### src/rtl/reg8_rr_write_arbiter.sv
// Round-robin write arbiter owning one shared WIDTH-bit configuration register.
// Latency: grant is combinational; q, owner_id and wr_strobe update one cycle after the transfer edge.
// Backpressure: requesters hold req_valid/req_data until granted; losers, or non-owners while locked, get no grant.
//
// Ports:
//   clk, reset            - clock and synchronous active-high reset
//   req_valid/lock/data   - per-requester write request, lock request and data (requester i at [i*WIDTH +: WIDTH])
//   grant                 - one-hot combinational grant; transfer = req_valid[i] & grant[i] at the rising edge
//   q                     - shared register value
//   wr_strobe             - one-cycle pulse after every transfer
//   owner_id              - index of last writer / current lock owner
//   locked                - high while a requester holds the lock
//   lock_timeout          - one-cycle pulse when an idle lock is forcibly released
// Optional build macro: ARB_LOCK_TIMEOUT_EN enables the idle-lock timeout counter.
// Without it, lock_timeout is tied low and a lock is held until its owner releases it.

module reg8_rr_write_arbiter #(
    parameter int              NUM_REQ      = 4,
    parameter int              WIDTH        = 8,
    parameter logic [WIDTH-1:0] RESET_VAL   = WIDTH'('h34),
    parameter int              LOCK_TIMEOUT = 64
) (
    input  logic                       clk,
    input  logic                       reset,
    input  logic [NUM_REQ-1:0]         req_valid,
    input  logic [NUM_REQ-1:0]         req_lock,
    input  logic [NUM_REQ*WIDTH-1:0]   req_data,
    output logic [NUM_REQ-1:0]         grant,
    output logic [WIDTH-1:0]           q,
    output logic                       wr_strobe,
    output logic [((NUM_REQ > 1) ? $clog2(NUM_REQ) : 1)-1:0] owner_id,
    output logic                       locked,
    output logic                       lock_timeout
);

    localparam int OW = (NUM_REQ > 1) ? $clog2(NUM_REQ) : 1;

    typedef enum logic {
        IDLE,
        LOCKED
    } state_t;

    state_t          state;
    logic [OW-1:0]   ptr;

    logic            found;      // a transfer happens on the next edge
    logic [OW-1:0]   win;        // index of the granted requester
    logic [OW-1:0]   win_next;   // (win + 1) mod NUM_REQ
    logic [WIDTH-1:0] win_data;
    int              idx;

    // Winner selection. While locked, owner_id doubles as the lock owner,
    // since only the owner can write until the lock is dropped.
    always_comb begin
        found = 1'b0;
        win   = '0;
        idx   = 0;
        if (state == LOCKED) begin
            win   = owner_id;
            found = req_valid[owner_id];
        end else begin
            for (int k = 0; k < NUM_REQ; k++) begin
                idx = int'(ptr) + k;
                if (idx >= NUM_REQ) begin
                    idx = idx - NUM_REQ;
                end
                if (!found && req_valid[idx]) begin
                    found = 1'b1;
                    win   = OW'(idx);
                end
            end
        end
    end

    always_comb begin
        grant    = '0;
        win_data = '0;
        for (int i = 0; i < NUM_REQ; i++) begin
            if (found && (win == OW'(i))) begin
                grant[i] = 1'b1;
                win_data = req_data[i*WIDTH +: WIDTH];
            end
        end
    end

    assign win_next = (int'(win) == NUM_REQ - 1) ? '0 : win + OW'(1);
    assign locked   = (state == LOCKED);

`ifdef ARB_LOCK_TIMEOUT_EN
    localparam int CW = $clog2(LOCK_TIMEOUT + 1) + 1;
    localparam logic [CW-1:0] CNT_LAST = CW'(LOCK_TIMEOUT - 1);

    logic [CW-1:0] lock_cnt;
    logic          lock_timeout_r;

    assign lock_timeout = lock_timeout_r;
`else
    logic unused_lock_timeout_cfg;

    assign unused_lock_timeout_cfg = (LOCK_TIMEOUT > 0);
    assign lock_timeout            = 1'b0;
`endif

    always_ff @(posedge clk) begin
        if (reset) begin
            state     <= IDLE;
            ptr       <= '0;
            q         <= RESET_VAL;
            wr_strobe <= 1'b0;
            owner_id  <= '0;
`ifdef ARB_LOCK_TIMEOUT_EN
            lock_cnt       <= '0;
            lock_timeout_r <= 1'b0;
`endif
        end else begin
            wr_strobe <= found;
`ifdef ARB_LOCK_TIMEOUT_EN
            lock_timeout_r <= 1'b0;
`endif
            case (state)
                IDLE: begin
                    if (found) begin
                        q        <= win_data;
                        owner_id <= win;
                        ptr      <= win_next;
                        if (req_lock[win]) begin
                            state <= LOCKED;
`ifdef ARB_LOCK_TIMEOUT_EN
                            lock_cnt <= '0;
`endif
                        end
                    end
                end
                LOCKED: begin
                    if (found) begin
                        // Owner write; keeping lock high extends the lock.
                        q <= win_data;
`ifdef ARB_LOCK_TIMEOUT_EN
                        lock_cnt <= '0;
`endif
                        if (!req_lock[win]) begin
                            state <= IDLE;
                            ptr   <= win_next;
                        end
                    end else if (!req_lock[owner_id]) begin
                        // Owner gave the lock back without writing: pointer kept.
                        state <= IDLE;
                    end else begin
`ifdef ARB_LOCK_TIMEOUT_EN
                        if (lock_cnt == CNT_LAST) begin
                            state          <= IDLE;
                            ptr            <= win_next;
                            lock_timeout_r <= 1'b1;
                            lock_cnt       <= '0;
                        end else begin
                            lock_cnt <= lock_cnt + CW'(1);
                        end
`endif
                    end
                end
                default: state <= IDLE;
            endcase
        end
    end

endmodule

### config.mk
export PLATFORM = sky130hd
export DESIGN_NAME = reg8_rr_write_arbiter
export DESIGN_NICKNAME = d
export VERILOG_FILES = /design/src/rtl/reg8_rr_write_arbiter.sv
export SDC_FILE = /design/constraint.sdc
export NUM_CORES = 1
export LEC_CHECK = 0
export BUFFER_PORTS_ARGS = -buffer_cell sky130_fd_sc_hd__clkbuf_2
export CAP_MARGIN = 0
export CORE_ASPECT_RATIO = 0.7
export CORE_MARGIN = 4
export CORE_UTILIZATION = 40
export CTS_BUF_LIST = sky130_fd_sc_hd__clkbuf_8
export DETAILED_ROUTE_END_ITERATION = 6
export PLACE_DENSITY = 0.79
export REMOVE_ABC_BUFFERS = 1
export SYNTH_ARGS = -nofsm -noshare
export SYNTH_HDL_FRONTEND = slang
export SYNTH_SLANG_ARGS = --single-unit
### constraint.sdc
create_clock -name clk -period 4.5 [get_ports clk]
set_input_delay 0.9 -clock clk [delete_from_list [all_inputs] [get_ports clk]]
set_output_delay 0.9 -clock clk [all_outputs]
set_load 0.01 [all_outputs]
==> flow_results.xml <==
<?xml version="1.0" encoding="UTF-8"?>
<metrics>
  <group name="outcome">
    <metric name="run_status" unit="">completed</metric>
  </group>
  <group name="grt">
    <metric name="global_route.peak_usage_layer" unit="">met2</metric>
    <metric name="grt.overflow.total" unit="">0</metric>
    <metric name="global_route_met2_utilization" unit="">0.2988</metric>
    <metric name="use_met3" unit="">0.04406</metric>
    <metric name="vias_in_the_first_global_route" unit="">1191</metric>
    <metric name="grt_util_met1" unit="">0.2084</metric>
    <metric name="grt_max_degree" unit="">22</metric>
    <metric name="grt_antenna_before_repair" unit="">0</metric>
    <metric name="globalRouteTotalUtil" unit="">0.1702</metric>
    <metric name="grt_first_pass_wirelength" unit="mm">5.161</metric>
  </group>
  <group name="floorplanning">
    <metric name="initial_utilization" unit="">0.4425</metric>
    <metric name="coreArea" unit="sq um">2590</metric>
    <metric name="dieHeight" unit="um">52.79</metric>
    <metric name="top_level_ports" unit="">59</metric>
    <metric name="floorplan.die_area" unit="sq um">3799</metric>
    <metric name="placement_rows" unit="">15</metric>
    <metric name="die_x" unit="um">71.98</metric>
  </group>
  <group name="setup_path">
    <metric name="crit_top_cell" unit="">clkbuf_2</metric>
    <metric name="critPathMaxStageDelay" unit="ps">460</metric>
    <metric name="rrSetupSlack" unit="ps">1600</metric>
    <metric name="worst_setup_path_start_kind" unit="">input pin</metric>
    <metric name="cp.arrival" unit="ps">2810</metric>
    <metric name="critical_path.n_buffers_inverters" unit="">3</metric>
    <metric name="cp_max_stage_cell" unit="">ha_1</metric>
    <metric name="required" unit="ps">3600</metric>
    <metric name="critPathMaxFanout" unit="">17</metric>
    <metric name="crit_type" unit="">in2out</metric>
    <metric name="critical-path-top-delay-family" unit="">simple AND/OR/NAND/NOR gates</metric>
    <metric name="timing.critical_path.cells" unit="">clkbuf_2 &gt; and4bb_1 &gt; a31o_1 &gt; a221o_1 &gt; and2_4 &gt; inv_1 &gt; ha_1 &gt; and2_1 &gt; clkbuf_2</metric>
    <metric name="timing.critical_path.to_type" unit="">primary output</metric>
  </group>
  <group name="route">
    <metric name="detail_route.vias_per_cell" unit="">5.832</metric>
    <metric name="antenna_left" unit="">0</metric>
    <metric name="postRouteWirelength" unit="mm">3.459</metric>
    <metric name="vias" unit="">1353</metric>
    <metric name="post-route-drc-count" unit="">0</metric>
    <metric name="length_of_the_first_detailed_routing_pass_in_iterations" unit="">4</metric>
    <metric name="drt_first_iter_violations" unit="">126</metric>
    <metric name="detail_route.wl_per_cell" unit="um">14.91</metric>
  </group>
  <group name="place">
    <metric name="port-buffer-count" unit="">57</metric>
    <metric name="postPlaceCellArea" unit="sq um">1444</metric>
    <metric name="place_worst_setup_slack" unit="ps">816.1</metric>
    <metric name="dpl.hpwl" unit="mm">2.790</metric>
    <metric name="globalplace.congestion" unit="">0.9425</metric>
    <metric name="dpl.cell_count" unit="">229</metric>
  </group>
  <group name="cells_and_area">
    <metric name="layout.nets" unit="">246</metric>
    <metric name="layoutNonFillerInstCount" unit="">232</metric>
    <metric name="finalCoreUtilization" unit="">0.5734</metric>
    <metric name="layout-area-overhead-vs-synth" unit="%">29.58</metric>
    <metric name="design_area" unit="sq um">1485</metric>
    <metric name="final_layout_size_suffix_gt1_frac" unit="">0.3384</metric>
    <metric name="final.fill_count" unit="">231</metric>
    <metric name="antennaDiodeCount" unit="">0</metric>
  </group>
  <group name="logic_synthesis">
    <metric name="ys_warn_count" unit="">0</metric>
    <metric name="post_synth_main_area_contributors" unit="">dfxtp_1 24%, a221oi_1 6.9%, nor2b_1 5.5%, a21oi_1 5.2%, nand2_1 4.6%</metric>
    <metric name="yosys.area.top_type_share" unit="">0.2445</metric>
    <metric name="post_synthesis_instance_area" unit="sq um">1146</metric>
    <metric name="synth_enable_flop_cells" unit="">0</metric>
    <metric name="synth_top_cell_by_area" unit="">dfxtp_1</metric>
    <metric name="synthDistinctLibCells" unit="">40</metric>
    <metric name="yosys_register_bits" unit="">14</metric>
    <metric name="dominantRegCellSynth" unit="">dfxtp_1</metric>
    <metric name="ys_async_sr_fraction" unit="">0</metric>
    <metric name="ys_seq_area_frac" unit="">0.2445</metric>
    <metric name="postSynthCellCount" unit="">146</metric>
    <metric name="synth_area_per_cell" unit="sq um">7.850</metric>
  </group>
  <group name="flow_run">
    <metric name="drv_cap" unit="">0</metric>
  </group>
  <group name="cts">
    <metric name="clkSlewWorstSetupHoldPaths" unit="ps">50</metric>
    <metric name="tritoncts_buffers" unit="">3</metric>
    <metric name="post-cts-setup-buffers" unit="">0</metric>
    <metric name="cts_hold_buffers" unit="">0</metric>
    <metric name="post_cts_resized" unit="">0</metric>
    <metric name="insertion_delay" unit="ps">240</metric>
    <metric name="htree_levels" unit="">1</metric>
    <metric name="cts.root.buffer_cell" unit="">clkbuf_8</metric>
    <metric name="cts_num_sinks" unit="">14</metric>
    <metric name="tritoncts" unit="">done</metric>
    <metric name="clock_path_buffers" unit="">2</metric>
  </group>
  <group name="timing">
    <metric name="fraction_of_the_cycle_the_final_worst_path_needs" unit="">0.8252</metric>
    <metric name="fin_setup_tns" unit="ps">0</metric>
    <metric name="holdWs" unit="ps">498.6</metric>
    <metric name="final_report_max_slew_violation_count" unit="">0</metric>
    <metric name="setup_viol" unit="">0</metric>
    <metric name="period_needed" unit="ps">3713</metric>
    <metric name="timing_worst_slew_pin_value" unit="ps">634.9</metric>
    <metric name="final.setup_skew" unit="ps">2.547</metric>
    <metric name="unrepaired_setup_endpoints_after_global_routing" unit="">no</metric>
    <metric name="final_hold_viol_count" unit="">0</metric>
    <metric name="maxSlewHeadroom" unit="">0.5757</metric>
    <metric name="post-route-worst-setup-slack" unit="ps">786.6</metric>
    <metric name="fmaxAchievable" unit="GHz">0.2693</metric>
  </group>
  <group name="power_and_ir_drop">
    <metric name="power" unit="mW">0.9838</metric>
    <metric name="p_leak" unit="nW">0.6977</metric>
    <metric name="p_per_area" unit="nW/um^2">662.4</metric>
    <metric name="worst_ir_drop_vdd" unit="mV">0.3145</metric>
  </group>
  <group name="min_path">
    <metric name="holdCritPathClass" unit="">reg2reg</metric>
  </group>
</metrics>
cells by family after synthesis:
logic type | Yosys count | share of synthesized area
flops | 14 | 0.2445
buf+inv | 17 | 0.05896
other cells | 1 | 0.003272
compound gates | 52 | 0.3439
mux | 4 | 0.06113
fa+ha+maj | 4 | 0.04367
simple gates | 54 | 0.2446
registers in the layout (all words and copies together), names as in the netlist:
| register | count |
|---|---|
| locked | 1 |
| owner_id | 2 |
| ptr | 2 |
| q | 8 |
| wr_strobe | 1 |
final timing paths:
kind         endpoint  cells past startpoint    startpoint
max          grant[2]                      9  req_valid[1]
min              q[6]                      2          q[6]
max reg2reg      q[4]                     10        ptr[1]
min reg2reg      q[6]                      2          q[6]
cells in the final DEF (no fill, tap or decap), types with 4 or more instances in the layout:
| cell type | count |
|---|---|
| a211oi_1 | 5 |
| nor2b_1 | 10 |
| a221oi_1 | 9 |
| nor3_1 | 6 |
| ha_1 | 4 |
| nand2_1 | 14 |
| clkbuf_2 | 57 |
| dfxtp_1 | 14 |
| o211ai_1 | 4 |
| inv_1 | 8 |
| a21oi_1 | 12 |
| nor2_1 | 10 |
| and2_1 | 5 |
where the power goes:
group / internal [mW] / leakage [nW] / switching (mW)
combinational: 0.290 / 0.560 / 0.363
clock: 0.0589 / 0.0216 / 0.0387
sequential: 0.181 / 0.116 / 0.0526
worst reg2reg max path: stages (launching register included):
cell and delay (ps):
dfxtp_1 410, and4bb_1 230, a31o_1 190, a221o_1 330, and2_4 170, ha_1 330, nor2b_1 440, a221oi_1 180
o311ai_0 330, o21ai_0 150, nand2_1 90
area by class of cell:
type / count / area [sq um] / area share
inverters: 8 / 30.03 / 0.02022
well taps: 34 / 42.54 / 0.02864
flip-flops and latches: 14 / 280.3 / 0.1887
repair buffers: 58 / 292.8 / 0.1971
clock buffers: 3 / 41.29 / 0.02780
multi-input cells: 115 / 798.3 / 0.5375
per-layer routing:
metal	up-vias	wire length, um
met2	63	1792
met4	0	44
met5	-	0
li1	666	-
met1	615	1369
met3	9	252
cells in the mapped netlist (2+ instances only):
cell       number
a221oi_1        9
a211oi_1        5
nor2_1         10
o21ai_0         2
ha_1            4
a31oi_1         2
o221ai_1        2
nand3_1         2
a21oi_1        12
inv_1           8
nor3_1          6
o311ai_0        2
dfxtp_1        14
a221o_1         3
and2_1          5
nor2b_1        10
mux4_2          2
a21o_1          2
nand2_1        14
clkbuf_1        8
a2bb2oi_1       2
o211ai_1        4
No activity file was read; power rests on OpenSTA's default activity.
